===== config.mk =====
export PLATFORM = sky130hd
export DESIGN_NAME = voice_alloc
export DESIGN_NICKNAME = d
export VERILOG_FILES = /design/src/rtl/voice_alloc.sv
export SDC_FILE = /design/constraint.sdc
export NUM_CORES = 1
export LEC_CHECK = 0
export ABC_AREA = 1
export CAP_MARGIN = 5
export CORE_ASPECT_RATIO = 1.5
export CORE_MARGIN = 1.5
export CORE_UTILIZATION = 55
export CTS_BUF_LIST = sky130_fd_sc_hd__clkbuf_2 sky130_fd_sc_hd__clkbuf_4 sky130_fd_sc_hd__clkbuf_8
export CTS_CLUSTER_SIZE = 10
export DETAILED_ROUTE_END_ITERATION = 8
export GPL_ROUTABILITY_DRIVEN = 0
export PLACE_DENSITY = 0.93
export SKIP_CTS_REPAIR_TIMING = 1
export SLEW_MARGIN = 40
export SYNTH_ARGS = -nofsm -noshare
export SYNTH_HDL_FRONTEND = slang
export SYNTH_SLANG_ARGS = --single-unit

===== constraint.sdc =====
create_clock -name CLK -period 6 [get_ports CLK]
set_input_delay 0.9 -clock CLK [delete_from_list [all_inputs] [get_ports CLK]]
set_output_delay 0.9 -clock CLK [all_outputs]
set_load 0.01 [all_outputs]

===== src/rtl/voice_alloc.sv =====
// Polyphonic voice allocator: maps note-on/note-off events onto VOICES synth
// voices with age-ordered stealing, same-note retrigger, velocity-0 note-off
// and sustain-pedal hold. All outputs are registered (one cycle after the
// accepting edge).
//
// Event strobe: an event is taken on a rising CLK edge when
// CE & HANDLE_NOTE & (NOTE_ON | NOTE_OFF); there is no back-pressure, so the
// source may present one event per enabled cycle.
module voice_alloc #(
  parameter int VOICES = 8,
  parameter int NUM_W  = 7,
  parameter int VEL_W  = 7,
  parameter int STEAL  = 1
) (
  input  logic                      CLK,
  input  logic                      RST,
  input  logic                      CE,
  input  logic [NUM_W-1:0]          NOTE_NUM,
  input  logic [VEL_W-1:0]          NOTE_VEL,
  input  logic                      HANDLE_NOTE,
  input  logic                      NOTE_ON,
  input  logic                      NOTE_OFF,
  input  logic                      SUSTAIN,
  output logic [VOICES*NUM_W-1:0]   VOICE_NUM,
  output logic [VOICES*VEL_W-1:0]   VOICE_VEL,
  output logic [VOICES-1:0]         VOICE_GATE,
  output logic [VOICES-1:0]         VOICE_TRIG,
  output logic [$clog2(VOICES):0]   ACTIVE_CNT,
  output logic                      STOLEN,
  output logic                      DROPPED
);

  localparam int AGE_W = $clog2(VOICES);
  localparam int CNT_W = AGE_W + 1;

  // Per-voice state
  logic [VOICES-1:0] gate_q, gate_d;
  logic [VOICES-1:0] held_q, held_d;
  logic [VOICES-1:0] trig_q, trig_d;
  logic [NUM_W-1:0]  num_q [VOICES];
  logic [NUM_W-1:0]  num_d [VOICES];
  logic [VEL_W-1:0]  vel_q [VOICES];
  logic [VEL_W-1:0]  vel_d [VOICES];
  logic [AGE_W-1:0]  age_q [VOICES];
  logic [AGE_W-1:0]  age_d [VOICES];

  // Global state
  logic             sus_q, sus_d;
  logic             stolen_q, stolen_d;
  logic             dropped_q, dropped_d;
  logic [CNT_W-1:0] cnt_q, cnt_d;

  // Event decode
  logic accept, is_on, is_off, pedal_rel;

  // Search results (all taken from the pre-edge voice state)
  logic             hit_found, free_found, off_found;
  logic [AGE_W-1:0] hit_idx, free_idx, off_idx, old_idx;

  // Voice to (re)start this edge
  logic             start_en;
  logic [AGE_W-1:0] start_idx;

  // Classify the incoming event; velocity 0 or both flags set means release
  always_comb begin
    accept    = CE & HANDLE_NOTE & (NOTE_ON | NOTE_OFF);
    is_on     = accept & NOTE_ON & ~NOTE_OFF & (NOTE_VEL != '0);
    is_off    = accept & ~is_on;
    pedal_rel = CE & sus_q & ~SUSTAIN;
  end

  // Lowest-index searches: descending loop so the lowest match is written last
  always_comb begin
    hit_found  = 1'b0;
    hit_idx    = '0;
    free_found = 1'b0;
    free_idx   = '0;
    off_found  = 1'b0;
    off_idx    = '0;
    old_idx    = '0;
    for (int i = VOICES - 1; i >= 0; i--) begin
      if (gate_q[i] && (num_q[i] == NOTE_NUM)) begin
        hit_found = 1'b1;
        hit_idx   = AGE_W'(i);
      end
      if (!gate_q[i]) begin
        free_found = 1'b1;
        free_idx   = AGE_W'(i);
      end
      if (gate_q[i] && !held_q[i] && (num_q[i] == NOTE_NUM)) begin
        off_found = 1'b1;
        off_idx   = AGE_W'(i);
      end
      if (age_q[i] == AGE_W'(VOICES - 1)) begin
        old_idx = AGE_W'(i);
      end
    end
  end

  // Note-on priority: retrigger, then free voice, then steal or drop
  always_comb begin
    start_en  = 1'b0;
    start_idx = hit_idx;
    stolen_d  = 1'b0;
    dropped_d = 1'b0;
    if (is_on) begin
      if (hit_found) begin
        start_en = 1'b1;
      end else if (free_found) begin
        start_en  = 1'b1;
        start_idx = free_idx;
      end else if (STEAL != 0) begin
        start_en  = 1'b1;
        start_idx = old_idx;
        stolen_d  = 1'b1;
      end else begin
        dropped_d = 1'b1;
      end
    end
  end

  // Next voice state: pedal release first, the event then overrides its voice
  always_comb begin
    gate_d = gate_q;
    held_d = held_q;
    num_d  = num_q;
    vel_d  = vel_q;
    age_d  = age_q;
    trig_d = '0;
    sus_d  = sus_q;
    cnt_d  = '0;
    if (CE) begin
      sus_d = SUSTAIN;
    end
    if (pedal_rel) begin
      for (int i = 0; i < VOICES; i++) begin
        if (held_q[i]) begin
          gate_d[i] = 1'b0;
          held_d[i] = 1'b0;
          vel_d[i]  = '0;
        end
      end
    end
    if (start_en) begin
      for (int i = 0; i < VOICES; i++) begin
        if (age_q[i] < age_q[start_idx]) begin
          age_d[i] = age_q[i] + AGE_W'(1);
        end
      end
      age_d[start_idx]  = '0;
      num_d[start_idx]  = NOTE_NUM;
      vel_d[start_idx]  = NOTE_VEL;
      gate_d[start_idx] = 1'b1;
      held_d[start_idx] = 1'b0;
      trig_d[start_idx] = 1'b1;
    end
    if (is_off && off_found) begin
      if (SUSTAIN) begin
        held_d[off_idx] = 1'b1;
      end else begin
        gate_d[off_idx] = 1'b0;
        vel_d[off_idx]  = '0;
      end
    end
    for (int i = 0; i < VOICES; i++) begin
      cnt_d = cnt_d + CNT_W'(gate_d[i]);
    end
  end

  // State registers; reset restores the age permutation age[i]=i
  always_ff @(posedge CLK) begin
    if (!RST) begin
      for (int i = 0; i < VOICES; i++) begin
        num_q[i] <= '0;
        vel_q[i] <= '0;
        age_q[i] <= AGE_W'(i);
      end
      gate_q    <= '0;
      held_q    <= '0;
      trig_q    <= '0;
      sus_q     <= 1'b0;
      stolen_q  <= 1'b0;
      dropped_q <= 1'b0;
      cnt_q     <= '0;
    end else begin
      num_q     <= num_d;
      vel_q     <= vel_d;
      age_q     <= age_d;
      gate_q    <= gate_d;
      held_q    <= held_d;
      trig_q    <= trig_d;
      sus_q     <= sus_d;
      stolen_q  <= stolen_d;
      dropped_q <= dropped_d;
      cnt_q     <= cnt_d;
    end
  end

  // Flatten per-voice registers onto the packed output buses
  for (genvar g = 0; g < VOICES; g++) begin : g_pack
    assign VOICE_NUM[g*NUM_W +: NUM_W] = num_q[g];
    assign VOICE_VEL[g*VEL_W +: VEL_W] = vel_q[g];
  end

  assign VOICE_GATE = gate_q;
  assign VOICE_TRIG = trig_q;
  assign ACTIVE_CNT = cnt_q;
  assign STOLEN     = stolen_q;
  assign DROPPED    = dropped_q;

endmodule


* Yosys cells after proc, flatten, opt, wreduce, memory -nomap -nowiden
Cells that the tools add are included.
Word-level totals: logic and storage cells 262, output and inout port bits 134, flip-flop bits (word level) 166, bits of input ports 21
Cells by class: bitwise gates (word level) 25, mux-type cells 120, $add $sub $neg 15, eq/ne operators 16, order comparisons 16, reductions and logical operators 40
Operator list (number):
- $mux 56 | 4
- $mux 3 | 54
- $bwmux 56 | 2
- $mux 7 | 10
- $mux 8 | 8
- $and 56x56->56 | 1
- $eq 7x7->1 | 8
- $not 56->56 | 1
- $demux 7 s3 | 2
- $mux 1 | 36
- $logic_and 1x1->1 | 29
- $add 3x1->3 const B | 8
- $and 24x24->24 | 1
- $eq 3x3->1 const B | 8
- $lt 3x3->1 | 8
- $not 24->24 | 1
- $add 4x1->4 | 4
- $and 8x8->8 | 2
- $not 8->8 | 2
- $or 8x8->8 | 2
- $bmux 3 s3 | 1
- $demux 3 s3 | 1
- $and 1x1->1 | 8
- $ge 4x4->1 const B | 2
- other kinds (14) | 29

* Logic depth before layout (Yosys ltp)
Gate-level depths: netlist of the first run.
depth after elaboration 28, depth in mapped cells 32, depth with buffers taken out 31

* Worst setup path before layout of the first run
No wires, ideal clock.
path kind input to register, start in NOTE_NUM[4], end reg cnt_q[2], in the netlist ACTIVE_CNT[2], data arrival time 4799 ps, buffers on the path 2, required time 5872 ps, stages on the path 28, setup time 128 ps, path slack 1073 ps, cell sequence buf_4 -> xor2_1 -> nor2_1 -> nand2_1 -> nor2_1 -> inv_1 -> nand2_1 -> nor2_1 -> nand2_1 -> inv_2 -> a21oi_2 -> inv_2 -> nor2_2 -> inv_2 -> nor2_2 -> buf_4 -> a21oi_1 -> a31oi_1 -> fa_1 -> inv_1 -> fa_1 -> fa_1 -> inv_1 -> ha_1 -> inv_1 -> fa_1 -> xor2_1 -> nor2_1
On the way: word-level cells in the longest chain between the ends 28, elaborated cells between the ends (all ways) 82, classes of those cells add/sub (7); order compare (4); eq/ne (8); mux (41); bitwise (3); reduce/logical (19)
RTL lines:
- start: declaration | RTL line 18 | input logic [NUM_W-1:0] NOTE_NUM,
- $eq 7x7->1 | RTL line 82, 90
- $logic_and 1x1->1 | RTL line 82 | if (gate_q[i] && (num_q[i] == NOTE_NUM)) begin
- $mux 3 / $mux 1 (equally long branches) (8 in series) | RTL line 82
- $mux 3 | RTL line 107 | if (hit_found) begin
- $mux 3 | RTL line 106 | if (is_on) begin
- $lt 3x4->1 (not written as such) / $ge 3x1->1 (equally long branches) | RTL line 153 | gate_d[start_idx] = 1'b1;
- $logic_and 1x1->1 (not written as such) | RTL line 153
- $mux 1 (not written as such) | RTL line 153
- [3 not listed]
- $and 8x8->8 (no line)
- $mux 8 | RTL line 158 | if (SUSTAIN) begin
- $mux 8 * | RTL line 157 | if (is_off && off_found) begin
- via gate_d[0] | RTL line 37 | logic [VOICES-1:0] gate_q, gate_d;
- $add 1x1->2 * | RTL line 166 | cnt_d = cnt_d + CNT_W'(gate_d[i]);
- $add 2x1->3 * | RTL line 166
- $add 3x1->4 * | RTL line 166
- $add 4x1->4 * (4 in series) | RTL line 166
- end signal: assignment | RTL line 195 | cnt_q <= cnt_d;
- end: declaration | RTL line 51 | logic [CNT_W-1:0] cnt_q, cnt_d;
The timed path passes the listed nets; every way through them passes the cells marked *. A chain may end at the register's enable or synchronous reset.

* Worst setup path after layout of the first run
start in NOTE_NUM[6], end reg cnt_q[2], in the netlist ACTIVE_CNT[2]
The elaborated chain is that of the path after synthesis.

==> results of run 1 <==
==> kinds of logic after synthesis <==
logic type	count (synthesis)	share of synthesized area, %
AOI/OAI and AO/OA	243	16.6
DFF	166	36.9
buffers and inverters	190	9.01
adders and majority gates	39	5.75
and+or+nand+nor	631	30.4
other	1	0.0416
xor gates and xnor gates	14	1.36
==> per-stage QoR <==
stage,cells,power (mW),utilization (%)
floorplan,1284,1.24,-
global placement,1632,1.29,67.0
detailed placement,1633,1.30,67.0
CTS,1665,2.11,69.5
global route,1665,2.17,69.5
finish,1666,2.12,69.5
==> flip-flops by register name, summed over array words and instances, names as in the netlist <==
signal,cells
age_q,24
ACTIVE_CNT,4
sus_q,1
VOICE_TRIG,8
STOLEN,1
held_q,8
VOICE_NUM,56
VOICE_VEL,56
VOICE_GATE,8
==> worst max-delay path, cell delays in order <==
cell	delay, ns
clkdlybuf4s50_1	0.59
inv_2	0.16
nand2_1	0.09
nand2_1	0.05
a21oi_1	0.14
nand2_1	0.08
nor2_1	0.24
inv_1	0.11
or2_2	0.30
nand2_1	0.11
nor2_1	0.05
nand2_1	0.14
o2111ai_2	0.18
nor2_4	0.22
a21oi_1	0.13
fa_1	0.57
inv_1	0.06
fa_1	0.50
fa_1	0.41
inv_1	0.07
ha_1	0.16
inv_1	0.05
fa_1	0.37
xor2_1	0.14
nor2_1	0.05
==> layout make-up <==
cell class / instances / area, um^2 / share of cell area, %
diodes: 1 / 2.50 / 0.0223
clock buffers: 19 / 249 / 2.22
clock inverters: 13 / 148 / 1.32
inverters: 144 / 542 / 4.84
multi-input cells: 928 / 4880 / 43.6
flip-flops and latches: 166 / 3320 / 29.7
well taps: 206 / 258 / 2.30
repair buffers: 189 / 1800 / 16.1
==> routing by layer <==
metal / vias to the layer above / share of wire (%) / wire length, um / global-route usage, %
met3: 208 / 9.5 / 2870 / 8.61
met1: 4435 / 35 / 10500 / 39.5
met5: - / 0 / 0 / 0
met2: 635 / 49 / 14600 / 60.1
met4: 0 / 7.3 / 2210 / 23.7
li1: 4525 / - / - / -
==> where the power goes <==
group / internal (mW) / leakage (nW) / switching (mW)
combinational: 0.0562 / 2.98 / 0.109
clock: 0.384 / 0.191 / 0.458
sequential: 1.11 / 1.34 / 0.00613
total: 1.55 / 4.51 / 0.573
==> path summary, 6_finish.rpt <==
| path | start | slack, ns | to | cells after the start |
|---|---|---|---|---|
| max | NOTE_NUM[6] | 0.51 | ACTIVE_CNT[2]$_SDFF_PN0_ | 25 |
| min | VOICE_VEL[44]$_SDFF_PN0_ | 0.48 | VOICE_VEL[44]$_SDFF_PN0_ | 2 |
| max reg2reg | VOICE_GATE[6]$_SDFF_PN0_ | 1.17 | ACTIVE_CNT[2]$_SDFF_PN0_ | 22 |
| min reg2reg | VOICE_VEL[44]$_SDFF_PN0_ | 0.48 | VOICE_VEL[44]$_SDFF_PN0_ | 2 |
==> cells in the mapped netlist (2+ instances only) <==
library cell and instances:
o22ai_1 27, o21bai_4 3, o21ai_0 45, nor3_1 17
nand3_2 5, nand2_1 328, nor2_1 156, o21ai_2 2
ha_1 35, inv_1 117, xnor2_1 7, buf_6 5
clkbuf_1 14, o211ai_1 2, o21bai_1 3, a21oi_2 6
dfxtp_1 166, nand3b_1 9, nand4_1 16, a211oi_1 44
a21oi_1 82, nor2_2 8, o21ai_4 3, and2_1 2
or2_2 6, buf_2 15, nor2_4 9, o21ai_1 20
inv_2 25, xor2_1 7, a31oi_1 2, a21boi_1 2
nand2_2 11, buf_4 11, fa_1 4, nand3_1 58
==> impl_results.md, run 1 <==
- Worst setup margin: slightly above 0.5 ns
- Final Hold Vio Count: 0
- Residual DRC: 0
- Number of synthesized flops with an enable pin: 0
- Setup TNS: 0 ns
- Via count: 9803
- Clock tree from TritonCTS: yes
- CTS Root Cell: clkbuf_8
- Largest net degree at the start of global routing: 48
- Nets: between 1500 and 2000
- Post-synth ARST share: 0%
- Startpoint Class: input pin
- Initial core utilization: 55.9%
- Post-DP HPWL: 21700 um
- Max Transition Viols Final: 0
- VDD IR max: 0.172 mV
- Yosys cell types: 48
- Synth Register Bits: approximately 170
- Type of the worst min-delay path: reg2reg
- Mapped Nets: 1344
- # fillers: about 1300
- Critical setup path kind: in2reg
- Average cell area after synthesis: about 7 um^2
- F_max: 0.182 GHz
- Post-route ant nets: 0
- Synth top area share: between 30 and 40%
- Layout Area Growth over Synthesis: 24.2%
- RSZ-0062 raised after global routing: false
- Routed length per instance: 18.1 um
- Post-place setup slack: 0.116 ns
- DR iter-0 viols: 1008
- Max Root-Sink Buffers: 2
- First-pass GRT wire length: 48100 um
- Boundary Pins: 155
- Initial antenna violation count: 0
- Num rows: 57
- Min Tclk post-route: 5.49 ns
- Mapped cell area: between 9000 and 10000 um^2
- Via density: 5.88
- Layout Skew: 0.0154 ns
- Pwr dens: 189 nW/um^2
- GRT Overall Usage: 35.7%
- Core ar.: 16100 um^2
- Clk sink count: about 170
- Top FF cell, synth: dfxtp_1
- Worst slew pin tran: 0.775 ns
- Total grt overflow: 0
- Post-Place Cell Area: 10800 um^2
- Period utilization: approximately nine tenths
- Final Setup Violations: 0
- Cts bufs inserted: 17
- CTS clock-pin slew for the worst setup and hold paths: 0.09 ns
- Status: finished, final reports clean
- Die area: 17200 um^2
- Leakage power: roughly 4.5 nW
- Final WL: about 30000 um
- Fin Hold WS: 0.477 ns
- Synth top area cells: dfxtp_1 (37%), nand2_1 (14%), nor2_1 (6.5%)
- Critical Path End Type: register
- Max Fanout on Critical Path: 11
- Post-synth top area cell: dfxtp_1
- Most frequent cells in the layout: nand2_1 (328), dfxtp_1 (166), nor2_1 (156), clkdlybuf4s50_1 (152), inv_1 (117)
- Die width: 108 um
- Worst endpoint data arrival time: 5.87 ns
- Number of port buffers: 153
- Sequential cell area fraction in the yosys report: 36.9%
- Req. time, crit path: 6.38 ns
- Number of synthesis warnings: 0
- Final Instance Area: 11200 um^2
- Vias in the first global route: approximately 9700
- Max-slew headroom: 48.1%
- Skew-Pair Late Insertion Delay: 0.50 ns
- Die Height: ~160 um
- DRT Pass-1 Iters: 6
- Max cap viols: 0
- Post-Syn Instances: 1284
- Share of layout cells above drive strength 1: 10.4%
- Most common cell after layout, fill and taps aside: nand2_1
- Htree depth: 4
No activity file was read; power rests on OpenSTA's default activity.
==> run 2, diff against run 1 <==
CORE_UTILIZATION = 45   (was 55)
PLACE_DENSITY = 0.81   (was 0.93)
SLEW_MARGIN = default   (was 40)
==> run 2 against run 1 <==
  * Routed wire length fell by 3.7%
  * Clock skew up 0.012 ns
  * Combinational power hardly changed
  * First-iteration DRC count down 31%
  * Clock-buffer cell count fell by 2
  * Design area is 0.29% higher
  * Critical endpoint unchanged
  * Largest cell class unchanged
==> impl_results.md, run 2 (same netlist as run 1, synthesis figures left out) <==
- Die Height: 176 um
- Type of the worst min-delay path: reg2reg
- R2r setup slk: approximately 1.0 ns
- Number of port buffers: between 150 and 200
- Min Tclk post-route: 5.50 ns
- CTS clock-pin slew for the worst setup and hold paths: 0.11 ns
- Die area: 20900 um^2
- Core ar.: 19700 um^2
- Hold endpoint: sus_q$_SDFFE_PN0P_
- Num rows: 63
- Period utilization: about nine tenths
- Layout Area Growth over Synthesis: 24.6%
- RSZ-0062 raised after global routing: false
- First-pass GRT wire length: 45800 um
- Boundary Pins: ~160
- VDD IR max: 0.136 mV
- Setup TNS: 0 ns
- Routed length per instance: between 15 and 20 um
- Via density: 5.50
- Req. time, crit path: 6.37 ns
- Fin Hold WS: about 0.47 ns
- Final WL: 29100 um
- Most frequent cells in the layout: nand2_1 (328), dfxtp_1 (166), nor2_1 (156), clkdlybuf4s50_1 (152), inv_1 (117)
- Initial antenna violation count: 0
- Die width: 119 um
- Worst r2r src: age_q[6]$_SDFFE_PN1P_
- Hold Crit Start: sus_q$_SDFFE_PN0P_
- Layout Skew: 0.0274 ns
- Final Setup Violations: 0
- Status: finished, final reports clean
- Sequential cell area: around 3300 um^2
- Max cap viols: 0
- Nets: approximately 1500
- Via count: 9433
- Worst slew pin tran: 0.876 ns
- Max Fanout on Critical Path: 10
- Hold depth: 2
- Clk sink count: approximately 170
- Post-DP HPWL: about 22000 um
- Skew-Pair Late Insertion Delay: between 0.4 and 0.5 ns
- Worst reg2reg endpoint: ACTIVE_CNT[2]$_SDFF_PN0_
- Clock tree from TritonCTS: yes
- ANT cells: 0
- Max-slew headroom: 41.3%
- F_max: 0.182 GHz
- Cts bufs inserted: 17
- Layout Cells excl Fill: 1714
- Worst endpoint data arrival time: 5.87 ns
- Largest net degree at the start of global routing: 48
- CTS Root Cell: clkbuf_8
- Post-route ant nets: 0
- Critical setup path kind: in2reg
- Critical Path End Type: register
- Leakage power: 4.49 nW
- R2R depth: 29
- DR iter-0 viols: 699
- Pwr dens: 187 nW/um^2
- DRT Pass-1 Iters: 5
- Area of the multi-input gates: just under 5000 um^2
- Total grt overflow: 0
- # fillers: between 1500 and 2000
- Max Transition Viols Final: 0
- Max Root-Sink Buffers: 2
- Final Hold Vio Count: 0
- Startpoint Class: input pin
- Htree depth: 4
- Share of layout cells above drive strength 1: 10.1%
- Placed Cells: roughly 1700
- Initial core utilization: 45.8%
- Most common cell after layout, fill and taps aside: nand2_1
- Vias in the first global route: 9077
- GRT Overall Usage: 27.7%
- Residual DRC: 0
run 2: cell types whose count changed in the layout (fill, tap and decap cells not counted), sizes merged:
cell      previous run  this run
buf                 37        32
bufinv               2         0
clkbuf              19        17
clkinv               4         6
clkinvlp             4         1
diode                1         0
inv                147       152
run 2: per-stage QoR:
stage	worst slack (ns)	power [mW]	area [um^2]	utilization [%]
3_3_place_gp	0.134	1.29	10800	55.0
6_report	0.505	2.10	11200	57.0
5_1_grt	0.244	2.16	11200	57.0
2_1_floorplan	1.07	1.24	9020	-
3_5_place_dp	0.0959	1.30	10800	55.0
4_1_cts	0.588	2.10	11200	57.0
run 2: worst max path at each step:
stage                      startpoint                       end  cells after the start
after detailed placement  NOTE_NUM[6]  ACTIVE_CNT[2]$_SDFF_PN0_                     24
after CTS                 NOTE_NUM[6]  ACTIVE_CNT[2]$_SDFF_PN0_                     24
final                     NOTE_NUM[6]  ACTIVE_CNT[2]$_SDFF_PN0_                     24
after floorplan           NOTE_NUM[4]  ACTIVE_CNT[2]$_SDFF_PN0_                     28
after global routing      NOTE_NUM[6]  ACTIVE_CNT[2]$_SDFF_PN0_                     24
after global placement    NOTE_NUM[6]  ACTIVE_CNT[2]$_SDFF_PN0_                     24
run 2: power by group:
| part | switching [mW] | leakage (nW) | total, mW | internal (mW) |
|---|---|---|---|---|
| clock network | 0.502 | 0.201 | 0.820 | 0.318 |
| logic | 0.107 | 2.95 | 0.164 | 0.0567 |
| registers | 0.00524 | 1.34 | 1.11 | 1.11 |
run 2: metal layers:
layer | global-route usage [%] | up-vias | wire length, um
li1 | - | 4507 | -
met1 | 31.7 | 4397 | 11200
met2 | 47.8 | 412 | 14500
met3 | 4.78 | 117 | 1820
met4 | 17.3 | 0 | 1610
met5 | 0 | - | 0
run 2: worst max-delay path, cell delays in order:
cell	delay, ns
clkdlybuf4s50_1	0.49
buf_4	0.23
xnor2_1	0.27
nand3_1	0.12
nor2_1	0.10
nand4_1	0.10
or2_2	0.31
nand2_1	0.07
nor2_1	0.05
nor3_1	0.36
nor2_1	0.14
nand2_1	0.16
inv_1	0.07
a21oi_1	0.21
fa_1	0.46
inv_1	0.10
fa_1	0.43
fa_1	0.43
inv_1	0.07
ha_1	0.17
inv_1	0.06
fa_1	0.37
xor2_1	0.14
nor2_1	0.06
run 2: layout make-up:
type                    count  area share (%)
repair buffers            184            15.7
well taps                 260            2.90
clock buffers              17            2.08
clock inverters            15            1.51
multi-input cells         928            43.4
inverters                 144            4.82
flip-flops and latches    166            29.6
==> run 3, diff against run 2 <==
CAP_MARGIN = default   (was 5)
CORE_ASPECT_RATIO = 0.5   (was 1.5)
CORE_UTILIZATION = 55   (was 45)
PLACE_DENSITY = 0.93   (was 0.81)
==> run 3 against run 2 <==
  * The run now ends with design-rule violations left
  * Clock-buffer cell count unchanged
  * Clock skew shrank 0.0028 ns
  * Sequential power about the same
  * Design area is 0.20% lower
  * Cell count shrank 2.1%
  * Die area is 18% lower
  * Sequential share of layout area is 0.059 points higher
  * First-iteration DRC count is 110% higher
  * Flip-flop and latch count did not move
==> impl_results.md, run 3 (same netlist as run 1, synthesis figures left out) <==
- Max Root-Sink Buffers: 2
- Routed length per instance: ~18 um
- Final WL: about 31000 um
- Layout Area Growth over Synthesis: 24.4%
- Placed Cells: about 1600
- Failing checks: design-rule violations
- Residual DRC: 1
- Clk sink count: about 170
- Share of layout cells above drive strength 1: 10.3%
- Vias in the first global route: 9530
- CTS Root Cell: clkbuf_8
- DR iter-0 viols: 1502
- Htree depth: 4
- F_max: 0.174 GHz
- Final Hold Vio Count: 0
- Max-slew headroom: between 30% and 40%
- Req. time, crit path: 6.35 ns
- Worst setup margin: 0.244 ns
- Cts bufs inserted: 17
- Detail Route met2 WL: 12800 um
- Core ar.: 15700 um^2
- Initial antenna violation count: 1
- First-pass GRT wire length: 48400 um
- Die area: 17200 um^2
- WL met3: 5050 um
- Post-DP HPWL: 22400 um
- Largest net degree at the start of global routing: between 40 and 50
- Clock tree from TritonCTS: yes
- Worst endpoint data arrival time: 6.10 ns
- CTS clock-pin slew for the worst setup and hold paths: 0.10 ns
- Num rows: 32
- Final Util: 71.4%
- Crit-path max cell delay: 0.72 ns
- Crit-path slowest cell: clkdlybuf4s50_1
- Max Fanout on Critical Path: 7
- Skew-Pair Late Insertion Delay: 0.47 ns
- Via count: around 10000
- Max cap viols: 0
- Total Power: 2.09 mW
- Nets: 1504
- Type of the worst min-delay path: reg2reg
- Status: complete, but fails checks
- Most common cell after layout, fill and taps aside: nand2_1
- Most frequent CP cell: nand2_1
- Die width: 184 um
- Total grt overflow: 0
- Initial core utilization: 57.4%
- CP bufs+invs: 7
- Leakage power: 4.52 nW
- DRT Pass-1 Iters: 9
- Top delay family on crit path: adder cells
- Layout Skew: ~0.025 ns
- Startpoint Class: input pin
- Max Transition Viols Final: 0
- Layout Cells excl Fill: 1678
- GRT Overall Usage: 36.2%
- Period utilization: 95.9%
- Number of port buffers: approximately 150
- Die Height: 93.5 um
- VDD IR max: approximately 0.14 mV
- Worst slew pin tran: 0.983 ns
- Pwr dens: ~190 nW/um^2
- Min Tclk post-route: 5.76 ns
- Post-route ant nets: 0
- Post-place setup slack: 0.0239 ns
- ANT cells: 0
- Most frequent cells in the layout: nand2_1 (328), dfxtp_1 (166), nor2_1 (156), clkdlybuf4s50_1 (151), inv_1 (117)
- Final Setup Violations: 0
- Boundary Pins: 155
- Via density: 6.01
- Critical setup path kind: in2reg
- Uppermost layer routed: met5
- Critical Path End Type: register
- Met1 Wirelength: 11400 um
## run 3: cell type report
cell class	instances	area, um^2
flip-flops and latches	166	3320
clock buffers	17	234
well taps	221	277
inverters	144	544
multi-input cells	928	4890
repair buffers	187	1790
fillers	1162	4480
clock inverters	15	156
## run 3: final timing paths
path,start,endpoint,slack (ns),cells past startpoint
setup reg to reg,age_q[6]$_SDFFE_PN1P_,ACTIVE_CNT[2]$_SDFF_PN0_,0.79,29
hold / removal,sus_q$_SDFFE_PN0P_,sus_q$_SDFFE_PN0P_,0.48,2
setup / recovery,NOTE_NUM[4],ACTIVE_CNT[2]$_SDFF_PN0_,0.24,28
hold reg to reg,sus_q$_SDFFE_PN0P_,sus_q$_SDFFE_PN0P_,0.48,2
## run 3: stage by stage
stage          instance area (um^2)  hold WS, ns  TNS (ns)
2_1_floorplan                  9020        0.431         0
6_report                      11200        0.479         0
3_5_place_dp                  10800        0.458         0
3_3_place_gp                  10800        0.440         0
4_1_cts                       11200        0.476         0
5_1_grt                       11200        0.503  -0.00286
## run 3: layer usage
metal  vias to the layer above  global-route usage (%)
met5                         -                       0
met4                         2                    19.3
met3                       197                    11.9
met2                       873                    55.4
met1                      4488                    45.5
li1                       4529                       -
## run 3: power breakdown
part | switching [mW] | leakage, nW | internal (mW)
Combinational | 0.111 | 2.99 | 0.0580
Clock | 0.499 | 0.197 | 0.312
Sequential | 0.00595 | 1.34 | 1.11
Total | 0.616 | 4.52 | 1.48
## run 3: worst min-delay path: stages, from the launching register on
cell,delay [ns]
dfxtp_1,0.31
inv_1,0.07
a21oi_1,0.06
==> RTL edit, RTL diff (config.mk and constraints of run 3) <==
`NUM_W`: 7 -> 14.
--- a/src/rtl/voice_alloc.sv
+++ b/src/rtl/voice_alloc.sv
@@ -10,3 +10,3 @@
   parameter int VOICES = 8,
-  parameter int NUM_W  = 7,
+  parameter int NUM_W  = 14,
   parameter int VEL_W  = 7,
Ports: changed (resized NOTE_NUM and VOICE_NUM); port bits go from 155 to 218. The function was not compared with the original's and may differ.
==> RTL edit against run 3 <==
The run still ends with DRC left. Total power increased by 50%. Global-route usage decreased by 0.78 points. Non-clock buffer count increased by 85. Largest power group unchanged. Area after synthesis increased by 27%. Sequential power increased by 34%. Cell area increased by 31%. Setup slack improved by 0.19 ns. Clock skew decreased by 0.0025 ns. Routed wire length increased by 28%. Sequential cell count increased by 56.
==> RTL edit: results (changes against run 3) <==
GRT
  • First-pass GRT wire length: 61000 µm (+26%)
  • Initial antenna violation count: 0 (-1)
  • Largest net degree at the start of global routing: 84 (+75%)
  • Total global-route track usage: 35.40% (-0.78 points)

Power
  • LEAKAGE: 5.871 nW (+30%)

Setup path
  • Critical Path Max Stage Delay: 0.45 ns (-0.27 ns)
  • Worst Path Arrival: 6.04 ns (-0.06 ns)
  • Slowest cell on crit path: fa_1
  • CP Max Fanout: 13 (+6)
  • Reg2reg setup slack: 0.96 ns (+0.17 ns)

Route
  • Vias: 12450 (+23%)
  • Metal3 WL: 5006 µm (-0.83%)
  • Uppermost routed layer: met4
  • # DRC: 7 (+6)
  • Drt wl/cell: 18.31 µm (-0.36%)
  • DR iter-0 viols: 1463 (-2.6%)

Synth
  • Synth cell count leaders: nand2_1 (347), dfxtp_1 (222), nor2_1 (195)
  • Synth cell types: 50 (+4.2%)
  • Top cells by area, synth: dfxtp_1 (39%), nand2_1 (11%), o21ai_0 (7.5%)
  • Syn nets: 1705 (+27%)

Timing
  • Worst Tran Pin Value: 0.8454 ns (-0.1376 ns)
  • Worst-case clock skew: 0.02213 ns (-0.002500 ns)

Clock tree
  • Clk_lat worst skew: 0.60 ns (+0.13 ns)
  • Maximum buffer depth of the clock tree: 3 (+1)
  • Clock-pin slew on the worst setup and hold paths: 0.08 ns (-0.02 ns)
  • CTS Buf Count: 31 (+14)

Place
  • DPL Wire Length: 28280 µm (+27%)
  • PortBufs: 216 (+41%)

Status
  • Failing checks: DRC
  • Status: complete, but fails checks

Final layout
  • Share of layout cells above drive strength 1: 9.587% (-0.71 points)
  • Nets@finish: 1931 (+28%)
  • Fill cells: 1525 (+31%)
RTL edit: critical path: cells and delay by family:
family	cells	cell delay (ns)
adder cells (fa/ha/maj)	5	1.86
XOR/XNOR	1	0.16
AND/OR/NAND/NOR	14	1.54
buffers and inverters	8	1.20
AO/OA/AOI/OAI	2	0.35
RTL edit: where the power goes:
group / switching [mW] / total (mW) / internal, mW
registers: 0.00617 / 1.49 / 1.48
logic: 0.156 / 0.236 / 0.0800
clock network: 0.619 / 1.41 / 0.790
RTL edit: layer usage:
| layer | up-vias | track usage (%) |
|---|---|---|
| met5 | - | 0 |
| met4 | 0 | 17.23 |
| met3 | 172 | 9.047 |
| met2 | 838 | 54.55 |
| met1 | 5647 | 46.34 |
| li1 | 5794 | - |
RTL edit: metrics by stage:
stage	setup WS [ns]	cells	power, mW	hold slack, ns	utilization, %
after detailed placement	0.07306	2104	1.744	0.4569	68.08
after floorplan	0.6921	1638	1.658	0.4307	-
after global routing	0.1356	2161	3.211	0.5034	71.70
after CTS	0.6194	2161	3.113	0.4660	71.70
after global placement	0.2249	2104	1.740	0.4416	68.08
final	0.4384	2161	3.131	0.4675	71.70
RTL edit: cell type report:
class	count	share of cell area, %
Multi-Input combinational cell	1138	39.78
Sequential cell	222	30.22
Timing Repair Buffer	272	17.53
Clock inverter	9	0.8168
Tap cell	273	2.323
Clock buffer	48	4.237
Inverter	199	5.097
RTL edit: cells by family after synthesis:
logic type | synth area share [%]
AND/OR/NAND/NOR | 24.11
XOR/XNOR | 2.365
other | 0.03267
buffers and inverters | 10.32
adder cells (fa/ha/maj) | 4.513
AO/OA/AOI/OAI | 19.94
flip-flops | 38.72
RTL edit: final timing paths:
kind | cells past startpoint | from | endpoint
worst max register to register | 27 | age_q[0] | ACTIVE_CNT[2]
worst max-delay path | 30 | NOTE_NUM[0] | ACTIVE_CNT[2]
worst min-delay path | 2 | sus_q | sus_q
worst min register to register | 2 | sus_q | sus_q
